$ cat config.mk
export PLATFORM = sky130hd
export DESIGN_NAME = tqvp_spike_odom_encoder
export DESIGN_NICKNAME = d
export VERILOG_FILES = /design/src/rtl/tqvp_spike_odom_encoder.sv
export SDC_FILE = /design/constraint.sdc
export NUM_CORES = 1
export LEC_CHECK = 0
export ABC_CLOCK_PERIOD_IN_PS = 4450
export CAP_MARGIN = 20
export CORE_MARGIN = 8
export CORE_UTILIZATION = 30
export DETAILED_ROUTE_END_ITERATION = 10
export SYNTH_ARGS = -nofsm -noshare
export SYNTH_HDL_FRONTEND = slang
export SYNTH_SLANG_ARGS = --single-unit
$ cat constraint.sdc
create_clock -name clk -period 4.45 [get_ports clk]
set_clock_uncertainty 0.1 [all_clocks]
set_input_delay 1.335 -clock clk [delete_from_list [all_inputs] [get_ports clk]]
set_output_delay 1.335 -clock clk [all_outputs]
set_load 0.02 [all_outputs]
$ cat src/rtl/tqvp_spike_odom_encoder.sv
// Odometry spike-train transmitter on the TinyQV peripheral bus.
// The CPU queues {dir, count} move commands; the FSM plays them out as one-hot E/N/W/S spikes.
module tqvp_spike_odom_encoder #(
   parameter int FIFO_DEPTH = 4
) (
   input  logic        clk,
   input  logic        rst,
   input  logic [7:0]  ui_in,
   output logic [7:0]  uo_out,
   input  logic [5:0]  address,
   input  logic [31:0] data_in,
   input  logic [1:0]  data_write_n,
   input  logic [1:0]  data_read_n,
   output logic [31:0] data_out,
   output logic        data_ready,
   output logic        user_interrupt,
   output logic [1:0]  dbg_state
);
   localparam int AW = $clog2(FIFO_DEPTH);
   localparam int LW = AW + 1;

   typedef enum logic [1:0] {IDLE = 2'd0, HIGH = 2'd1, LOW = 2'd2} state_t;
   state_t state, state_nxt;

   logic [17:0]   cfg;
   logic [17:0]   fifo_mem [FIFO_DEPTH];
   logic [17:0]   head;
   logic [AW-1:0] wr_ptr, rd_ptr;
   logic [LW-1:0] level;
   logic [2:0]    level3;
   logic          full, empty, busy, enable;
   logic          overflow, done_pend;
   logic [31:0]   total;
   logic [15:0]   remaining, remaining_nxt;
   logic [1:0]    cur_dir, cur_dir_nxt;
   logic [7:0]    cnt, cnt_nxt, hi_load, lo_load;
   logic          we_any, we_word, push_req, push_ok, pop, clear_wr;
   logic          total_inc, completed, done_set, overflow_set;
   logic          unused_inputs;

   assign we_any   = data_write_n != 2'b11;
   assign we_word  = data_write_n == 2'b10;
   assign clear_wr = we_any && (address == 6'h10);
   assign enable   = cfg[16];

   // FIFO handshake: push_req is the valid, (~full | pop) is the ready; a push completes
   // only when both are high. pop is asserted by the FSM only while IDLE, enabled and !empty.
   assign push_req     = we_word && (address == 6'h00);
   assign full         = level == LW'(FIFO_DEPTH);
   assign empty        = level == '0;
   assign push_ok      = push_req && (!full || pop);
   assign overflow_set = push_req && full && !pop;
   assign head         = fifo_mem[rd_ptr];
   assign level3       = 3'(level);

   // Phase counters count down to zero, so a width of N is loaded as N-1 (0 behaves as 1).
   assign hi_load = (cfg[7:0]  == 8'd0) ? 8'd0 : cfg[7:0]  - 8'd1;
   assign lo_load = (cfg[15:8] == 8'd0) ? 8'd0 : cfg[15:8] - 8'd1;

   always_comb begin
      state_nxt     = state;
      cnt_nxt       = cnt;
      remaining_nxt = remaining;
      cur_dir_nxt   = cur_dir;
      pop           = 1'b0;
      total_inc     = 1'b0;
      completed     = 1'b0;
      unique case (state)
         IDLE: begin
            if (enable && !empty) begin
               pop = 1'b1;
               if (head[15:0] == 16'd0) begin
                  completed = 1'b1;
               end else begin
                  cur_dir_nxt   = head[17:16];
                  remaining_nxt = head[15:0];
                  cnt_nxt       = hi_load;
                  state_nxt     = HIGH;
               end
            end
         end
         HIGH: begin
            if (!enable) begin
               remaining_nxt = 16'd0;
               state_nxt     = IDLE;
            end else if (cnt == 8'd0) begin
               remaining_nxt = remaining - 16'd1;
               total_inc     = 1'b1;
               cnt_nxt       = lo_load;
               state_nxt     = LOW;
            end else begin
               cnt_nxt = cnt - 8'd1;
            end
         end
         LOW: begin
            if (!enable) begin
               remaining_nxt = 16'd0;
               state_nxt     = IDLE;
            end else if (cnt == 8'd0) begin
               if (remaining != 16'd0) begin
                  cnt_nxt   = hi_load;
                  state_nxt = HIGH;
               end else begin
                  completed = 1'b1;
                  state_nxt = IDLE;
               end
            end else begin
               cnt_nxt = cnt - 8'd1;
            end
         end
         default: state_nxt = IDLE;
      endcase
   end

   // Done only when nothing is left queued after this cycle's pop and nothing is arriving.
   assign done_set = completed && !push_req && ((level - LW'(pop)) == '0);

   always_ff @(posedge clk) begin
      if (rst) begin
         state     <= IDLE;
         cnt       <= 8'd0;
         remaining <= 16'd0;
         cur_dir   <= 2'd0;
      end else begin
         state     <= state_nxt;
         cnt       <= cnt_nxt;
         remaining <= remaining_nxt;
         cur_dir   <= cur_dir_nxt;
      end
   end

   always_ff @(posedge clk) begin
      if (rst) begin
         wr_ptr <= '0;
         rd_ptr <= '0;
         level  <= '0;
      end else begin
         if (push_ok) begin
            fifo_mem[wr_ptr] <= data_in[17:0];
            wr_ptr           <= wr_ptr + AW'(1);
         end
         if (pop) rd_ptr <= rd_ptr + AW'(1);
         level <= level + LW'(push_ok) - LW'(pop);
      end
   end

   always_ff @(posedge clk) begin
      if (rst) begin
         cfg       <= 18'd0;
         overflow  <= 1'b0;
         done_pend <= 1'b0;
         total     <= 32'd0;
      end else begin
         if (we_any && (address == 6'h04)) begin
            cfg[7:0] <= data_in[7:0];
            if (data_write_n != 2'b00) cfg[15:8]  <= data_in[15:8];
            if (we_word)               cfg[17:16] <= data_in[17:16];
         end
         if (overflow_set)                overflow <= 1'b1;
         else if (clear_wr && data_in[1]) overflow <= 1'b0;
         if (done_set)                    done_pend <= 1'b1;
         else if (clear_wr && data_in[0]) done_pend <= 1'b0;
         if (total_inc) total <= total + 32'd1;
      end
   end

   always_comb begin
      data_out = 32'd0;
      case (address)
         6'h00:   data_out = {29'd0, level3};
         6'h04:   data_out = {14'd0, cfg};
         6'h08:   data_out = {24'd0, done_pend, overflow, busy, empty, full, level3};
         6'h0C:   data_out = {14'd0, cur_dir, remaining};
         6'h14:   data_out = total;
         default: data_out = 32'd0;
      endcase
   end

   assign busy           = state != IDLE;
   assign user_interrupt = done_pend & cfg[17];
   assign uo_out[3:0]    = (state == HIGH) ? (4'b0001 << cur_dir) : 4'b0000;
   assign uo_out[4]      = busy;
   assign uo_out[5]      = full;
   assign uo_out[6]      = user_interrupt;
   assign uo_out[7]      = 1'b0;
   assign data_ready     = 1'b1;
   assign dbg_state      = state;
   assign unused_inputs  = ^{ui_in, data_read_n, data_in[31:18]};
endmodule

======== Yosys cells after proc, flatten, opt, wreduce, memory -nomap -nowiden ========
Memory sizes are Yosys's and may differ from the RTL's. A register that Yosys moved wholly into a read port is not among the register bits.
Cells that the tools add are included.
Widths: inputs -> output; s select.
storage, ports and cells
  register bits after elaboration ......... 87
  bits in writable memories ............... 72
  input port bits ......................... 52
  output and inout bits ................... 44
  logic and storage cells ................. 127
  memories kept ........................... 1
memories
  memory    depth  width  rd ports  clocked after memory_dff  wr ports  RTL line  source
  fifo_mem  4      18     1         1                         1         26        logic [17:0] fifo_mem [FIFO_DEPTH];
cells by class
  $add $sub $neg .......................... 10
  eq/ne operators ......................... 18
  shift operators ......................... 1
  mux-type cells .......................... 46
  bitwise operators ....................... 2
  reductions and logical operators ........ 36
operator list
  operator               count
  $pmux 32 s5            1
  $mux 16                5
  $mux 8                 9
  $pmux 16 s3            1
  $add 32x1->32 const B  1
  $logic_not 8->1        3
  $pmux 8 s3             1
  $sub 8x1->8 const B    3
  $mux 1                 18
  $logic_not 16->1       1
  $mux 2                 8
  $reduce_bool 16->1     1
  $sub 16x1->16 const B  1
  $eq 6x4->1 const B     2
  $eq 6x5->1 const B     2
  $ne 2x2->1 const B     6
  $logic_and 1x1->1      11
  $ne 3x3->1 const B     3
  $reduce_bool 2->1      4
  $eq 6x3->1 const B     1
  $logic_not 3->1        2
  $logic_not 6->1        1
  $pmux 2 s3             1
  $reduce_and 6->1       1
  19 further kinds       26

======== Logic depth before layout (Yosys ltp) ========
Gate-level depths: netlist of run 1.
  depth in word-level cells ............... 10
  gate-level depth with buffers ........... 12
  depth with buffers taken out ............ 11

======== Worst setup path after synthesis of run 1 ========
Ideal clock, no wire load.
  kind .................................... input-to-output
  start point ............................. input address[2]
  end point ............................... output data_out[3]
  arrival time ............................ 2.678 ns
  data required time ...................... 3.015 ns
  slack ................................... 0.337 ns
  cell stages on the path ................. 5
  path buffers ............................ 2
  cells stage by stage .................... clkbuf_1 inv_1 nor3_1 clkbuf_1 a221o_1
on the way
  word-level cells in the longest chain between the ends .. 2
  elaborated cells between the ends (all ways) .. 6
  classes of those cells .................. eq/ne: 4; mux: 1; reduce/logical: 1
RTL lines
  item                                      RTL line  source
  start: declaration                        10        input logic [5:0] address,
  $eq 6x5->1, or another cell as far along  169       case (address)
  $pmux 32 s5 *                             169
  end: declaration                          14        output logic [31:0] data_out,
Every way passes the cells marked *; elsewhere a longest branch is shown, timed or not.

======== Worst setup path in the final report of run 1 ========
  start point ............................. input address[5]
  end point ............................... output data_out[12]
Same word-level chain as after synthesis.

==> results by stage, run 1 <==
Run status:
- The flow ran to the end, and the final reports show no timing, DRC or antenna violations.

STA:
- The final setup violation count is 0.
- The actual transition at the worst max-transition pin is 0.9676 ns.
- The routed design could run at a clock period as short as 4.173 ns.
- The final-report hold violation count came to 0.
- The share of the clock period used by the worst path is 0.9377.
- The worst setup margin is 0.2771 ns.
- The achievable clock frequency is 239.6 MHz.
- The relative slew slack is 0.3549.
- For the final routed database, the setup TNS stands at 0 ns.
- The count of pins over their slew limit was 0.
- Setup repair after global routing left no endpoint under its margin.

Pwr:
- IR analysis of the VDD net gives a maximum drop of 0.2528 mV.
- The power per cell area is 333.3 nW/µm².
- The design draws 3.377 mW.
- The total leakage power is 3.876 nW.

CTS:
- The H-tree depth is 4.
- The hold buffer count at CTS is 0.
- The clock tree from TritonCTS is done.
- The clock drives 161 sinks.
- The cell sitting at the root of the clock tree is a clkbuf_16.
- The clock insertion delay at the later pin of the skew report is 0.43 ns.
- The clock transition at the registers of the reported paths is 0.08 ns.
- The maximum root-to-sink buffer count is 2.
- Buffers inserted during clock tree synthesis total 17.

Synth:
- The number of nets handed over by synthesis was 889.
- The most used flip-flop cell after synthesis is dfxtp_1.
- The synthesized design contains around 160 register bits.
- The post-synth design cell area is 8324 µm².
- The share of the Yosys chip area taken by registers is 0.4738.
- The Yosys warning count is 0.
- The top cell type by total area after synthesis is edfxtp_1.
- Counting flops with an async set or reset pin after synthesis yields a share of 0.
- By area the synthesized netlist is led by edfxtp_1, dfxtp_1, mux4_2.
- The number of standard cells after synthesis is between 800 and 900.
- Counting flops with a built-in enable in the synthesized netlist gives 72.
- The fraction of post-synthesis cell area in the top cell type by area is 0.2597.
- The average instance in the mapped netlist occupies 10.19 µm².
- The number of distinct library cells after synthesis is 76.

Floorplanning:
- The chip height is 182.6 µm.
- The die covers 33,330 µm².
- Measured along the x axis, the die boundary spans 182.6 µm.
- The core box area is approximately 28,000 µm².
- Pin placement for this block handled 96 I/O pins.
- The floorplan has 61 rows.
- The initial utilization of the core area, before any placement, comes to 0.3021.

Layout:
- In the layout the commonest cells are dfxtp_1, nor2_1, edfxtp_1.
- The number of filler cells placed in the layout is 2,711.
- 0 antenna diodes ended up in the layout.
- Of the cells placed in the final design, the portion with a size suffix greater than 1 is 0.1350.
- The number of cells in the finished layout apart from fillers is approximately 1,300.
- The synthesis-to-layout area growth is 21.70%.
- The total number of nets in the final design is 963.
- The most common cell after layout, fill and taps aside is dfxtp_1.
- The final non-filler cell area is 10,130 µm².

Setup path:
- The combined buffer and inverter count along the critical path is 6.
- Of all nets on the critical path, the largest fanout is 3.
- The critical path is of the in2out type.
- The arrival time of the worst setup path is 2.74 ns.
- Data on the critical path is required at its endpoint by around 3.0 ns.
- For this design, the slowest cell found on the critical path is nor3_4.
- The cell class contributing the biggest share of worst-path delay is buffers and inverters.
- The largest single stage delay on the critical path is around 0.27 ns.
- The critical path launch point type is an input pin.
- The kind of end point of the critical path is an output port.
- Walking the worst path, the cells encountered are dlymetal6s2s_1 > nor3_2 > buf_4 > nand2b_4 > nor3_4 > buf_6 > a222oi_1 > buf_4 > inv_1 > buf_4.
- In this design, the critical path's most frequently occurring cell is buf_4.

Detailed routing:
- The final wirelength is 23,740 µm.
- The number of vias after detailed routing is 6,658.
- The average via count per standard cell is 5.193.
- The initial DRC count is 919.
- After detailed routing, the number of remaining DRC violations is 0.
- The average wire length per cell after detail routing is 18.52 µm.
- The number of iterations in the first detailed-routing pass is 8.
- In this run the remaining antenna-violating nets after routing total 0.

Placement:
- Summing all placed instances gives a cell area of 9560 µm².
- The routability congestion estimate is 0.9135.
- The number of cells after detailed placement is 1,249.
- The post-place setup slack is -0.4261 ns.
- The total of buffers placed on input and output ports is 69.
- Detailed placement finished with a half-perimeter wire length of 17,210 µm.

Global route:
- Across every metal layer, demand over resource in global routing totals 0.1422.
- The initial antenna violation count is 1.
- The first global-routing pass estimated 37,230 µm of wire.
- The number of global-route vias before repair came to 6,490.
- Entering global routing, the biggest net connects 86 pins.
- Global routing finished with a remaining overflow of 0.

Hold path:
- In this run the worst hold path is classified as reg2reg.

Run:
- The tool flagged a number of max-cap violations equal to 0.
## metal layers
layer  up-vias  GRT usage  wire length (µm)
li1       3178          -                 -
met1      3210     0.1889             10590
met2       239     0.2205             10850
met3        29    0.04216              1893
met4         2    0.04067               400
met5         -          0                16
## layout make-up
type                       count  area (µm²)  share of cell area
clock inverter                15       172.7             0.01704
timing repair buffer         101       943.4             0.09312
tap                          378       473.0             0.04668
inverter                      51       191.4             0.01890
clock buffer                  17       425.4             0.04199
sequential                   161        3944              0.3893
multi-input combinational    559        3981              0.3930
## logic make-up (layout without fill, tap and decap cells)
kind of cell / count (synthesis) / after routing / share of synthesized area
AOI/OAI and AO/OA: 162 / 162 / 0.1399
muxes: 42 / 42 / 0.07786
adders and majority gates: 20 / 20 / 0.03096
and+or+nand+nor: 289 / 289 / 0.1790
other: 2 / 2 / 0.0009022
buffers and inverters: 97 / 184 / 0.05125
DFF: 161 / 161 / 0.4738
xor gates and xnor gates: 44 / 44 / 0.04629
## path summary, 6_finish.rpt
path	start	endpoint	slack (ns)	cells after the start
setup / recovery	address[5]	data_out[12]	0.28	10
hold / removal	total[31]	total[31]	0.39	2
setup reg to reg	register	remaining[15]	1.24	6
hold reg to reg	total[31]	total[31]	0.39	2
## cells in the mapped netlist, drive strengths merged (14+ instances only)
cell,instances
dfxtp,89
nor2,85
edfxtp,72
nand2,52
inv,50
a21oi,37
clkbuf,28
nand3,27
o21ai,27
nor3,26
xor2,24
mux2i,22
and2,20
xnor2,20
ha,19
mux4,18
buf,17
a211oi,14
## repair_timing
| item | 4_1_cts | 5_1_grt |
|---|---|---|
| endpoints found under the setup margin | 32 | 17 |
| resized for setup | 81 | 28 |
| gates cloned | 0 | 1 |
| pin swaps | 8 | 7 |
| setup buffers | 0 | 0 |
## tightest hold or removal path: cells and delay by family (launching register included)
kind | cells | cell delay, ns
AO/OA/AOI/OAI | 2 | 0.12
flip-flops | 1 | 0.33
## sequential cells by signal, indices dropped and copies added, names as in the netlist, named ones only
| signal | cells |
|---|---|
| overflow | 1 |
| dbg_state | 2 |
| cur_dir | 2 |
| fifo_mem | 72 |
| level | 3 |
| remaining | 16 |
| total | 32 |
| rd_ptr | 2 |
| wr_ptr | 2 |
| cfg | 18 |
| cnt | 8 |
| done_pend | 1 |
## stage by stage
| stage | util | hold WS, ns |
|---|---|---|
| 2_1_floorplan | - | 0.3489 |
| 3_3_place_gp | 0.3470 | 0.3798 |
| 3_5_place_dp | 0.3470 | 0.3776 |
| 4_1_cts | 0.3664 | 0.3936 |
| 5_1_grt | 0.3677 | 0.4194 |
| 6_report | 0.3677 | 0.3917 |
## where the power goes
part / internal [mW] / leakage [nW] / switching [mW] / total [mW]
registers: 1.56 / 1.36 / 0.0250 / 1.58
clock network: 0.755 / 0.287 / 0.701 / 1.46
logic: 0.120 / 2.22 / 0.218 / 0.338
total: 2.43 / 3.88 / 0.944 / 3.38
Power figures use the tool's default switching activity.
==> run 2: changes to the inputs <==
Settings changed: ABC_AREA set to 1, CORE_ASPECT_RATIO set to 0.6, CORE_UTILIZATION 30 to 44.
==> run 2 against run 1 <==
Effect of this change:
- clock power rose by 3%
- cell area rose by 1.1%
- first-iteration DRC count fell by 4.5%
- critical endpoint is now data_out[15]
==> results by stage, run 2 <==
Setup path:
- The arrival time of the worst setup path is 2.99 ns (was 2.74 ns).
- The worst endpoint required time was 3.01 ns (about the same).
- The path depth of the worst reg2reg path is 14 (was 6).
- The maximum fanout encountered on the critical timing path came to 10 (was 3).
- The category of the critical setup timing path was in2out (unchanged).
- The worst-case register-to-register setup slack is 1.38 ns (was 1.24 ns).
- The reg-to-reg critical path endpoint is level[2] (was remaining[15]).
- The kind of end point of the critical path is an output port (unchanged).
- The critical path launch point type is an input pin (unchanged).
- The worst reg2reg path startpoint is dbg_state[0].
- The start point of the critical path is address[3] (was address[5]).

Detailed routing:
- The remaining antenna violation count was 0 (unchanged).
- The number of vias after detailed routing is 7,822 (was 6,658).
- The number of iterations in the first detailed-routing pass came to 7 (was 8).
- The initial DRC count is 878 (was 919).
- The final wirelength is 25,640 µm (was 23,740 µm).
- The final routed DRC violation total came to 0 (unchanged).
- The average wire length per cell after detail routing is 17.21 µm (was 18.52 µm).
- The average via count per standard cell came to 5.250 (was 5.193).

STA:
- The achievable clock frequency is 226.2 MHz (was 239.6 MHz).
- The final-report hold violation count is 0 (unchanged).
- The share of the clock period used by the worst path is 0.9936 (was 0.9377).
- The minimum period implied by the final worst setup slack was 4.422 ns (was 4.173 ns).
- The final setup violation count is 0 (unchanged).
- Setup repair after global routing missed its margin: yes (was no).
- The count of pins over their slew limit is 0 (unchanged).
- The relative slew slack is 0.4757 (was 0.3549).
- The actual transition at the worst max-transition pin is 0.7804 ns (was 0.9676 ns).
- The sum of negative setup slack is 0 ns (unchanged).

Floorplanning:
- The initial standard-cell utilization of the core came to 0.4518 (was 0.3021).
- The number of I/O pins is 96 (unchanged).
- The chip height is 124.7 µm (was 182.6 µm).
- The die area was 24,580 µm² (was 33,330 µm²).
- The core box area was 19,180 µm² (was 27,550 µm²).
- The x dimension of the die is 197.2 µm (was 182.6 µm).
- The number of core rows is 39 (was 61).

Synth:
- The top cell type by total area after synthesis is edfxtp_1 (unchanged).
- The post-synthesis sequential element count is 161 (unchanged).
- The number of distinct library cells after synthesis is 53 (was 76).
- The most used flip-flop cell after synthesis was dfxtp_1 (unchanged).
- The share of synthesized flip-flops with an asynchronous set or reset is 0 (unchanged).
- The post-synth design cell area was 8663 µm² (was 8324 µm²).
- The number of standard cells after synthesis is 1,131 (was 817).
- The number of nets in the synthesized netlist is 1,203 (was 889).
- The most frequent cell after synthesis is nand2_1 (was dfxtp_1).
- The fraction of post-synthesis cell area in the top cell type by area was 0.2496 (was 0.2597).
- The number of flops mapped to enable cells by yosys is 72 (unchanged).
- Cell types with the highest counts after synthesis: nand2_1, inv_1, nor2_1 (was dfxtp_1, nor2_1, edfxtp_1).
- The post-synthesis sequential area ratio is 0.4552 (was 0.4738).
- Dominant cells by area after synthesis: edfxtp_1, dfxtp_1, nand2_1 (was edfxtp_1, dfxtp_1, mux4_2).
- The Yosys warning count is 0 (unchanged).
- The synthesized area per cell is 7.660 µm² (was 10.19 µm²).

Pwr:
- The design internal power is 2.879 mW (was 2.433 mW).
- The clock share of power is 0.337 (was 0.431).
- The largest voltage drop on the vdd net was 0.3165 mV (was 0.2528 mV).
- The switching share of total power was 0.3561 (was 0.2795).
- The logic gate share of total power is 0.277 (was 0.100).
- The power per cell area is 436.4 nW/µm² (was 333.3 nW/µm²).
- The overall power of the completed layout is 4.471 mW (was 3.377 mW).
- The share of total power in sequential cells is 0.385 (was 0.469).
- The switching power summed over all nets is 1.592 mW (was 0.9438 mW).
- The total leakage power is 4.114 nW (was 3.876 nW).

CTS:
- The number of clock sinks seen by CTS is 161 (unchanged).
- The clock tree from TritonCTS is done (unchanged).
- The number of buffers inserted during clock tree synthesis was 17 (unchanged).
- The clock transition at the registers of the reported paths was 0.07 ns (was 0.08 ns).
- The clock insertion delay at the later pin of the skew report is 0.44 ns (was 0.43 ns).
- The hold buffer count at CTS is 0 (unchanged).
- The H-tree depth is 4 (unchanged).
- The library cell used as clock root buffer was clkbuf_16 (unchanged).
- The maximum root-to-sink buffer count was 2 (unchanged).

Layout:
- The number of filler cells placed in the layout was 1,841 (was 2,711).
- The ratio of cells with drive above 1 in the final layout is 0.1078 (was 0.1350).
- The final non-filler cell area is 10,240 µm² (was 10,130 µm²).
- The register cell area after layout came to 3944 µm² (unchanged).
- The largest register by flop count is fifo_mem (unchanged).
- The end-of-flow core utilization is 0.5342 (was 0.3677).
- Largest registers: fifo_mem: 72 flops, total: 32 flops, cfg: 18 flops (unchanged).
- The synthesis-to-layout area growth is 18.26% (was 21.70%).
- Commonest non-fill, non-tap cells in the layout: nand2_1, inv_1, nor2_1 (was dfxtp_1, nor2_1, edfxtp_1).
- The number of flip-flops under the largest register name is 72 (unchanged).
- The most common cell after layout, fill and taps aside is nand2_1 (was dfxtp_1).
- The number of antenna repair diodes is 0 (unchanged).
- The total number of nets in the final design was 1,283 (was 963).
- The multi-input combinational cell area is 3959 µm² (was 3981 µm²).
- The number of cells in the finished layout apart from fillers came to 1,490 (was 1,282).

Global route:
- The first-pass GRT wire length is 40,460 µm (was 37,230 µm).
- The overall routing resource usage is 0.2098 (was 0.1422).
- The initial antenna violation count was 0 (was 1).
- The number of global-route vias before repair is 6,964 (was 6,490).
- The global-route congestion overflow total is 0 (unchanged).
- The largest net degree at the start of global routing is 38 (was 86).

Hold path:
- The hold-critical path depth was 2 (unchanged).
- The class of the tightest hold or removal check is reg2reg (unchanged).
- The worst hold endpoint is total[30] (was total[31]).
- The beginning of the worst hold path is total[30] (was total[31]).

Placement:
- The routability congestion estimate is 0.9302 (was 0.9135).
- The half-perimeter wire length of the detailed placement result came to 19,060 µm (was 17,210 µm).
- The total of buffers placed on input and output ports came to 69 (unchanged).
- The number of cells after detailed placement is 1,456 (was 1,249).
- The area after detailed placement is 9689 µm² (was 9560 µm²).

Run status:
- Outcome: completed (unchanged).

Run:
- The count of max-cap constraint violations was 0 (unchanged).
run 2: cell types whose count changed after synthesis, sizes merged, moves of 22 or more:
cell / delta
nand3: +52
o21ai: +48
inv: +95
mux2i: -22
nand2: +216
a21oi: +28
nor2: +56
run 2: cells by family (layout without fill, tap and decap cells):
| kind of cell | Yosys count | in the layout | share of synthesized area |
|---|---|---|---|
| adders and majority gates | 20 | 20 | 0.02975 |
| xor gates and xnor gates | 17 | 17 | 0.01719 |
| buffers and inverters | 187 | 280 | 0.09272 |
| DFF | 161 | 161 | 0.4552 |
| and+or+nand+nor | 550 | 550 | 0.2748 |
| AOI/OAI and AO/OA | 194 | 194 | 0.1294 |
| other | 2 | 2 | 0.0008669 |
run 2: worst max path at each step:
stage                   endpoint  slack (ns)  depth (start not counted)
detailed placement  data_out[15]       -0.40                          9
floorplan           data_out[17]        0.37                          6
CTS                 data_out[15]       -0.09                          9
global placement     data_out[0]       -0.38                          8
global route        data_out[31]       -0.08                          9
finish              data_out[15]        0.03                          8
run 2: per-layer routing:
metal,share of wire,global-route usage
met2,0.37,0.2637
met4,0.0030,0.02865
met1,0.52,0.3386
met3,0.11,0.06611
met5,0,0
run 2: layout make-up:
type	instances	share of cell area
Sequential cell	161	0.3850
Inverter	147	0.05423
Tap cell	266	0.03249
Multi-Input combinational cell	783	0.3864
Clock inverter	13	0.01331
Timing Repair Buffer	101	0.08329
Clock buffer	19	0.04531
run 2: power groups by stage:
stage                     Clock, mW  Combinational (mW)  Sequential (mW)
final                          1.51                1.24             1.72
after global routing           1.58                1.40             1.73
after CTS                      1.52                1.21             1.72
after detailed placement          0                1.20             1.75
after global placement            0                1.19             1.75
after floorplan                   0               0.945             1.73
run 2: critical path, cell delays in order:
cell,delay (ns)
clkdlybuf4s50_1,0.52
inv_1,0.08
nor4_2,0.28
buf_4,0.24
buf_12,0.14
nand2_1,0.05
o221ai_1,0.13
buf_4,0.21
run 2: repair_timing:
item / 4_1_cts / 5_1_grt
setup buffers: 0 / 2
endpoints found under the setup margin: 32 / 31
gates resized for setup: 113 / 36
endpoints found under the hold margin: 0 / 0
run 2: per-stage QoR:
| step | worst slack [ns] | hold WS, ns |
|---|---|---|
| finish | 0.02829 | 0.3684 |
| global route | -0.07845 | 0.3840 |
| CTS | -0.09047 | 0.3712 |
| detailed placement | -0.3972 | 0.3612 |
| global placement | -0.3850 | 0.3563 |
| floorplan | 0.3724 | 0.3445 |
